<file path="src/rtl/ifetch_unit.sv">
// Instruction-fetch front end: one I-cache fetch in flight, stale-response
// dropping after redirects, and a one-entry hold buffer for decode backpressure.
module ifetch_unit #(
    parameter logic [31:0] RESET_PC = 32'hbfc0_0000
) (
    input  logic        clk,
    input  logic        reset,
    input  logic [31:0] pc,
    input  logic        pc_valid,
    input  logic        redirect,
    input  logic        stallD,
    output logic        ireq_valid,
    output logic [31:0] ireq_addr,
    input  logic        ireq_addr_ok,
    input  logic        iresp_data_ok,
    input  logic [31:0] iresp_data,
    output logic        inst_valid,
    output logic [31:0] inst,
    output logic [31:0] inst_pc,
    output logic        adel,
    output logic        stallF
);

    typedef enum logic [2:0] {StIdle, StReq, StWait, StDrop, StHold} state_e;

    state_e      state_q, state_d;
    logic [31:0] req_pc_q, req_pc_d;
    logic [31:0] buf_inst_q, buf_inst_d;
    logic        stale_q, stale_d;

    logic aligned;
    logic go;

    assign aligned = (pc[1:0] == 2'b00);
    assign go      = pc_valid & ~redirect;

    always_ff @(posedge clk) begin
        if (reset) begin
            state_q    <= StIdle;
            req_pc_q   <= RESET_PC;
            buf_inst_q <= '0;
            stale_q    <= 1'b0;
        end else begin
            state_q    <= state_d;
            req_pc_q   <= req_pc_d;
            buf_inst_q <= buf_inst_d;
            stale_q    <= stale_d;
        end
    end

    always_comb begin
        state_d    = state_q;
        req_pc_d   = req_pc_q;
        buf_inst_d = buf_inst_q;
        stale_d    = stale_q;
        ireq_valid = 1'b0;
        ireq_addr  = req_pc_q;
        inst_valid = 1'b0;
        inst       = '0;
        inst_pc    = req_pc_q;
        adel       = 1'b0;
        stallF     = 1'b1;

        unique case (state_q)
            StIdle: begin
                if (go && aligned) begin
                    ireq_valid = 1'b1;
                    ireq_addr  = pc;
                    req_pc_d   = pc;
                    state_d    = ireq_addr_ok ? StWait : StReq;
                end else if (go) begin
                    inst_valid = 1'b1;
                    adel       = 1'b1;
                    inst_pc    = pc;
                end else begin
                    stallF = 1'b0;
                end
            end
            StReq: begin
                ireq_valid = 1'b1;
                if (redirect) stale_d = 1'b1;
                if (ireq_addr_ok) state_d = (stale_q || redirect) ? StDrop : StWait;
            end
            StWait: begin
                if (iresp_data_ok) begin
                    state_d = StIdle;
                    if (!stale_q && !redirect) begin
                        inst_valid = 1'b1;
                        inst       = iresp_data;
                        if (stallD) begin
                            buf_inst_d = iresp_data;
                            state_d    = StHold;
                        end
                    end
                end else if (redirect) begin
                    state_d = StDrop;
                end
            end
            StDrop: begin
                if (iresp_data_ok) state_d = StIdle;
            end
            StHold: begin
                inst_valid = ~redirect;
                inst       = buf_inst_q;
                if (redirect) stallF = 1'b0;
                if (!stallD || redirect) state_d = StIdle;
            end
            default: state_d = StIdle;
        endcase

        if (inst_valid && !stallD) stallF = 1'b0;
        if (state_d == StIdle) stale_d = 1'b0;

        // Outputs read as reset values during the reset cycle itself.
        if (reset) begin
            ireq_valid = 1'b0;
            ireq_addr  = RESET_PC;
            inst_valid = 1'b0;
            inst       = '0;
            inst_pc    = RESET_PC;
            adel       = 1'b0;
            stallF     = 1'b0;
        end
    end

endmodule

</file>
<file path="config.mk">
export PLATFORM = sky130hd
export DESIGN_NAME = ifetch_unit
export DESIGN_NICKNAME = d
export VERILOG_FILES = /design/src/rtl/ifetch_unit.sv
export SDC_FILE = /design/constraint.sdc
export NUM_CORES = 1
export LEC_CHECK = 0
export CAP_MARGIN = 20
export CORE_ASPECT_RATIO = 0.8
export CORE_MARGIN = 2
export CORE_UTILIZATION = 30
export DETAILED_ROUTE_END_ITERATION = 16
export GPL_TIMING_DRIVEN = 0
export PLACE_DENSITY = 0.69
export SYNTH_ARGS = -nofsm -noshare
export SYNTH_HDL_FRONTEND = slang
export SYNTH_SLANG_ARGS = --single-unit
</file>
<file path="constraint.sdc">
create_clock -name clk -period 1.9 [get_ports clk]
set_input_delay 0.19 -clock clk [delete_from_list [all_inputs] [get_ports clk]]
set_output_delay 0.19 -clock clk [all_outputs]
set_load 0.01 [all_outputs]
</file>
==> summary.txt <==
Clock Root Buffer: clkbuf_16
TritonRoute pass-1 iters: 5
Die W: 126 µm
Placed Cells: 823
Register area share after synthesis: 38.3%
RSZ-0062 raised after global routing: yes
Detailed-route DRC error count: 0
Syn_area_per_cell: 7.03 µm²
Comb power frac: 17.6%
Area grow syn2layout: 84.0%
Post-route minimum period: 2.00 ns
Yosys warnings: 0
Clock Path Buffers: 2
Busiest layer in global routing: met2
Core Rows: 35
Max_slew headroom: 53.2%
Worst reg-to-reg setup slack: 0.04 ns
Status: finished, violations left
LEAKAGE: 2.57 nW
Cells after Synth: 506
P_sw: 0.000953 W
Worst Setup Path Type: input pin to output pin
Ys async rst share: 0%
Mux contribution to synthesized area: 0%
Routing usage on met2: 37.9%
Switching share of power: 26.6%
Congestion Overflow GR: 0
Largest net degree at the start of global routing: 12
Vias per cell: 5.18
TritonCTS clock tree: built
Total chip power: 0.00359 W
Initial antenna violation count: 0
GR Util All Layers: 21.5%
FF-to-FF path depth: 10
Worst vdd ir: 0.000364 V
RR Endpoint: req_pc_q[10]
Worst EP required: 1.71 ns
Crit-path max FO: 8
Post-synthesis adder-cell area fraction: 0%
DR vias: 4551
Violated checks: setup timing
Post-Route WL: 14900 µm
Final setup viols: 54
Final Non-Filler Cells: 878
Startpoint types: input pin
Final ANT Viol Nets: 0
Routing usage on met1: 24.4%
Num CTS Buffers: 9
Final WS setup: -0.0960 ns
Commonest non-fill, non-tap cell in the layout: nand2_1
Syn_nets: 577
Sequential Power Share: 40.6%
Clk sink count: 68
Fin. max-slew vios: 0
Max_cap viols: 0
Worst Setup SP: pc[1]
Vias in the first global route: 4410
Hold Violations, Final: 0
Die area: 12800 µm²
Commonest cells after routing, fill and taps aside: 113 x nand2_1, 90 x buf_2, 67 x clkdlybuf4s50_1
Initial Util: 30.8%
Met3 Use GR: 8.77%
Worst Setup End Kind: output pin
First-pass GRT wire length: 22300 µm
Worst-path clk slew: 0.05 ns
Netlist cell types: 38
Chip Height: 101 µm
Share of cells above drive strength 1: 45.5%
Max Fclk: 501 MHz
Post-synth top flop: dfxtp_1
Skew-Pair Late Insertion Delay: 0.33 ns
Reg2reg start: state_q[2]
Port buffer count: 169
Worst Hold Class: input pin to register
Post-Synth XOR/XNOR Area: 0.246%
End point of the critical path: inst_pc[6]
Ant. Diodes: 0
Power per cell area: 548 nW/µm²
Skew final: 0.0116 ns
Hold buffer count at cts: 0
Yosys reg bits: 68
Nets@finish: 796
Drt initial violations: 166
GPL Wtd Cong: 0.829
Core ar.: 11600 µm²
Clock power frac: 41.8%
H-Tree Level Count: 3
Main combinational cell family by area after synthesis: simple AND/OR/NAND/NOR gates
I/O pin cnt: 171
Power Internal: 0.00263 W
CP arrival: 1.81 ns
Synth Area in Compound Gates: 19.5%
Slew @ Worst Pin: 0.701 ns
Drt wl/cell: 17.0 µm
Post-Syn Area: 3560 µm²
Final period utilization: 105%
Post-synth EDFFs: 0
Dpl hpwl: 9600 µm
Post-Synth Simple-Gate Area: 33.9%
-- power by group through the flow --
stage / Clock, W / Combinational [W] / Sequential (W)
global route: 0.00158 / 0.000671 / 0.00146
floorplan: 0 / 0.000198 / 0.00148
global placement: 0 / 0.000508 / 0.00148
finish: 0.00150 / 0.000633 / 0.00146
CTS: 0.00153 / 0.000582 / 0.00145
detailed placement: 0 / 0.000514 / 0.00149
-- cell usage after synthesis (all sizes together), types with 2 or more instances --
cell type	instances	area share (%)
dfxtp	68	38
a21oi	78	11
nand3b	18	3.8
nand2	156	16
nand3	32	4.5
nand4	2	0.35
nor3b	4	0.98
a22oi	32	6.8
clkbuf	23	2.4
buf	26	5.6
nand2b	2	0.35
nor2	42	4.6
o21ai	2	0.28
nor2b	4	0.91
-- worst max-delay path, cell delays in order --
cell             delay [ns]
clkdlybuf4s50_1        0.57
nor2_2                 0.07
and4b_1                0.26
buf_6                  0.18
buf_6                  0.15
nand2_1                0.07
a21oi_2                0.16
buf_2                  0.15
-- worst min path at each step --
stage	endpoint	depth (start not counted)	slack, ns	from
2_1_floorplan	buf_inst_q[0]	2	0.34	iresp_data[0]
6_report	buf_inst_q[12]	3	0.31	stallD
5_1_grt	buf_inst_q[12]	3	0.33	stallD
3_3_place_gp	buf_inst_q[0]	2	0.44	buf_inst_q[0]
3_5_place_dp	buf_inst_q[15]	2	0.45	buf_inst_q[15]
4_1_cts	buf_inst_q[12]	3	0.30	stallD
-- repair_timing --
action                     CTS  global route
resized for setup          562           106
setup endpoints to repair  100            99
buffers inserted            24             9
pin swaps                   47            72
cloned                       8             3
-- logic make-up (layout without fill, tap and decap cells) --
| logic type | after synthesis | in the layout |
|---|---|---|
| AOI/OAI and AO/OA | 119 | 119 |
| xor gates and xnor gates | 1 | 1 |
| buffers and inverters | 50 | 274 |
| DFF | 68 | 68 |
| and+or+nand+nor | 268 | 268 |
-- stage by stage --
stage	cell area (µm²)	setup TNS [ns]	utilization [%]	setup WS [ns]	hold slack, ns
after global placement	5440	-60.83	47.0	-0.792	0.442
after CTS	6070	-6.19	52.5	-0.170	0.305
final	6550	-2.43	56.6	-0.0960	0.314
after global routing	6550	-10.03	56.6	-0.205	0.331
after detailed placement	5440	-63.25	47.0	-0.789	0.450
after floorplan	3560	0	-	0.356	0.337
-- final cells by class --
type                            instances  area [µm²]
Clock buffer                           12         236
Inverter                                1        3.75
Buffer                                 44         397
Multi-Input combinational cell        388        2580
Clock inverter                          4        26.3
Tap cell                              148         185
Sequential cell                        68        1370
Timing Repair Buffer                  213        1750
Fill cell                            1058        5010
-- registers in the layout (all words and copies together), names as in the netlist --
register / flops
req_pc_q: 32
state_q: 3
stale_q: 1
buf_inst_q: 32
-- metal layers --
metal | wire, µm | share of wire [%]
met1 | 5930 | 40
met5 | 0 | 0
met3 | 1390 | 9.3
met4 | 199 | 1.3
met2 | 7400 | 50
Note: power is estimated with default switching activity, not from simulation.
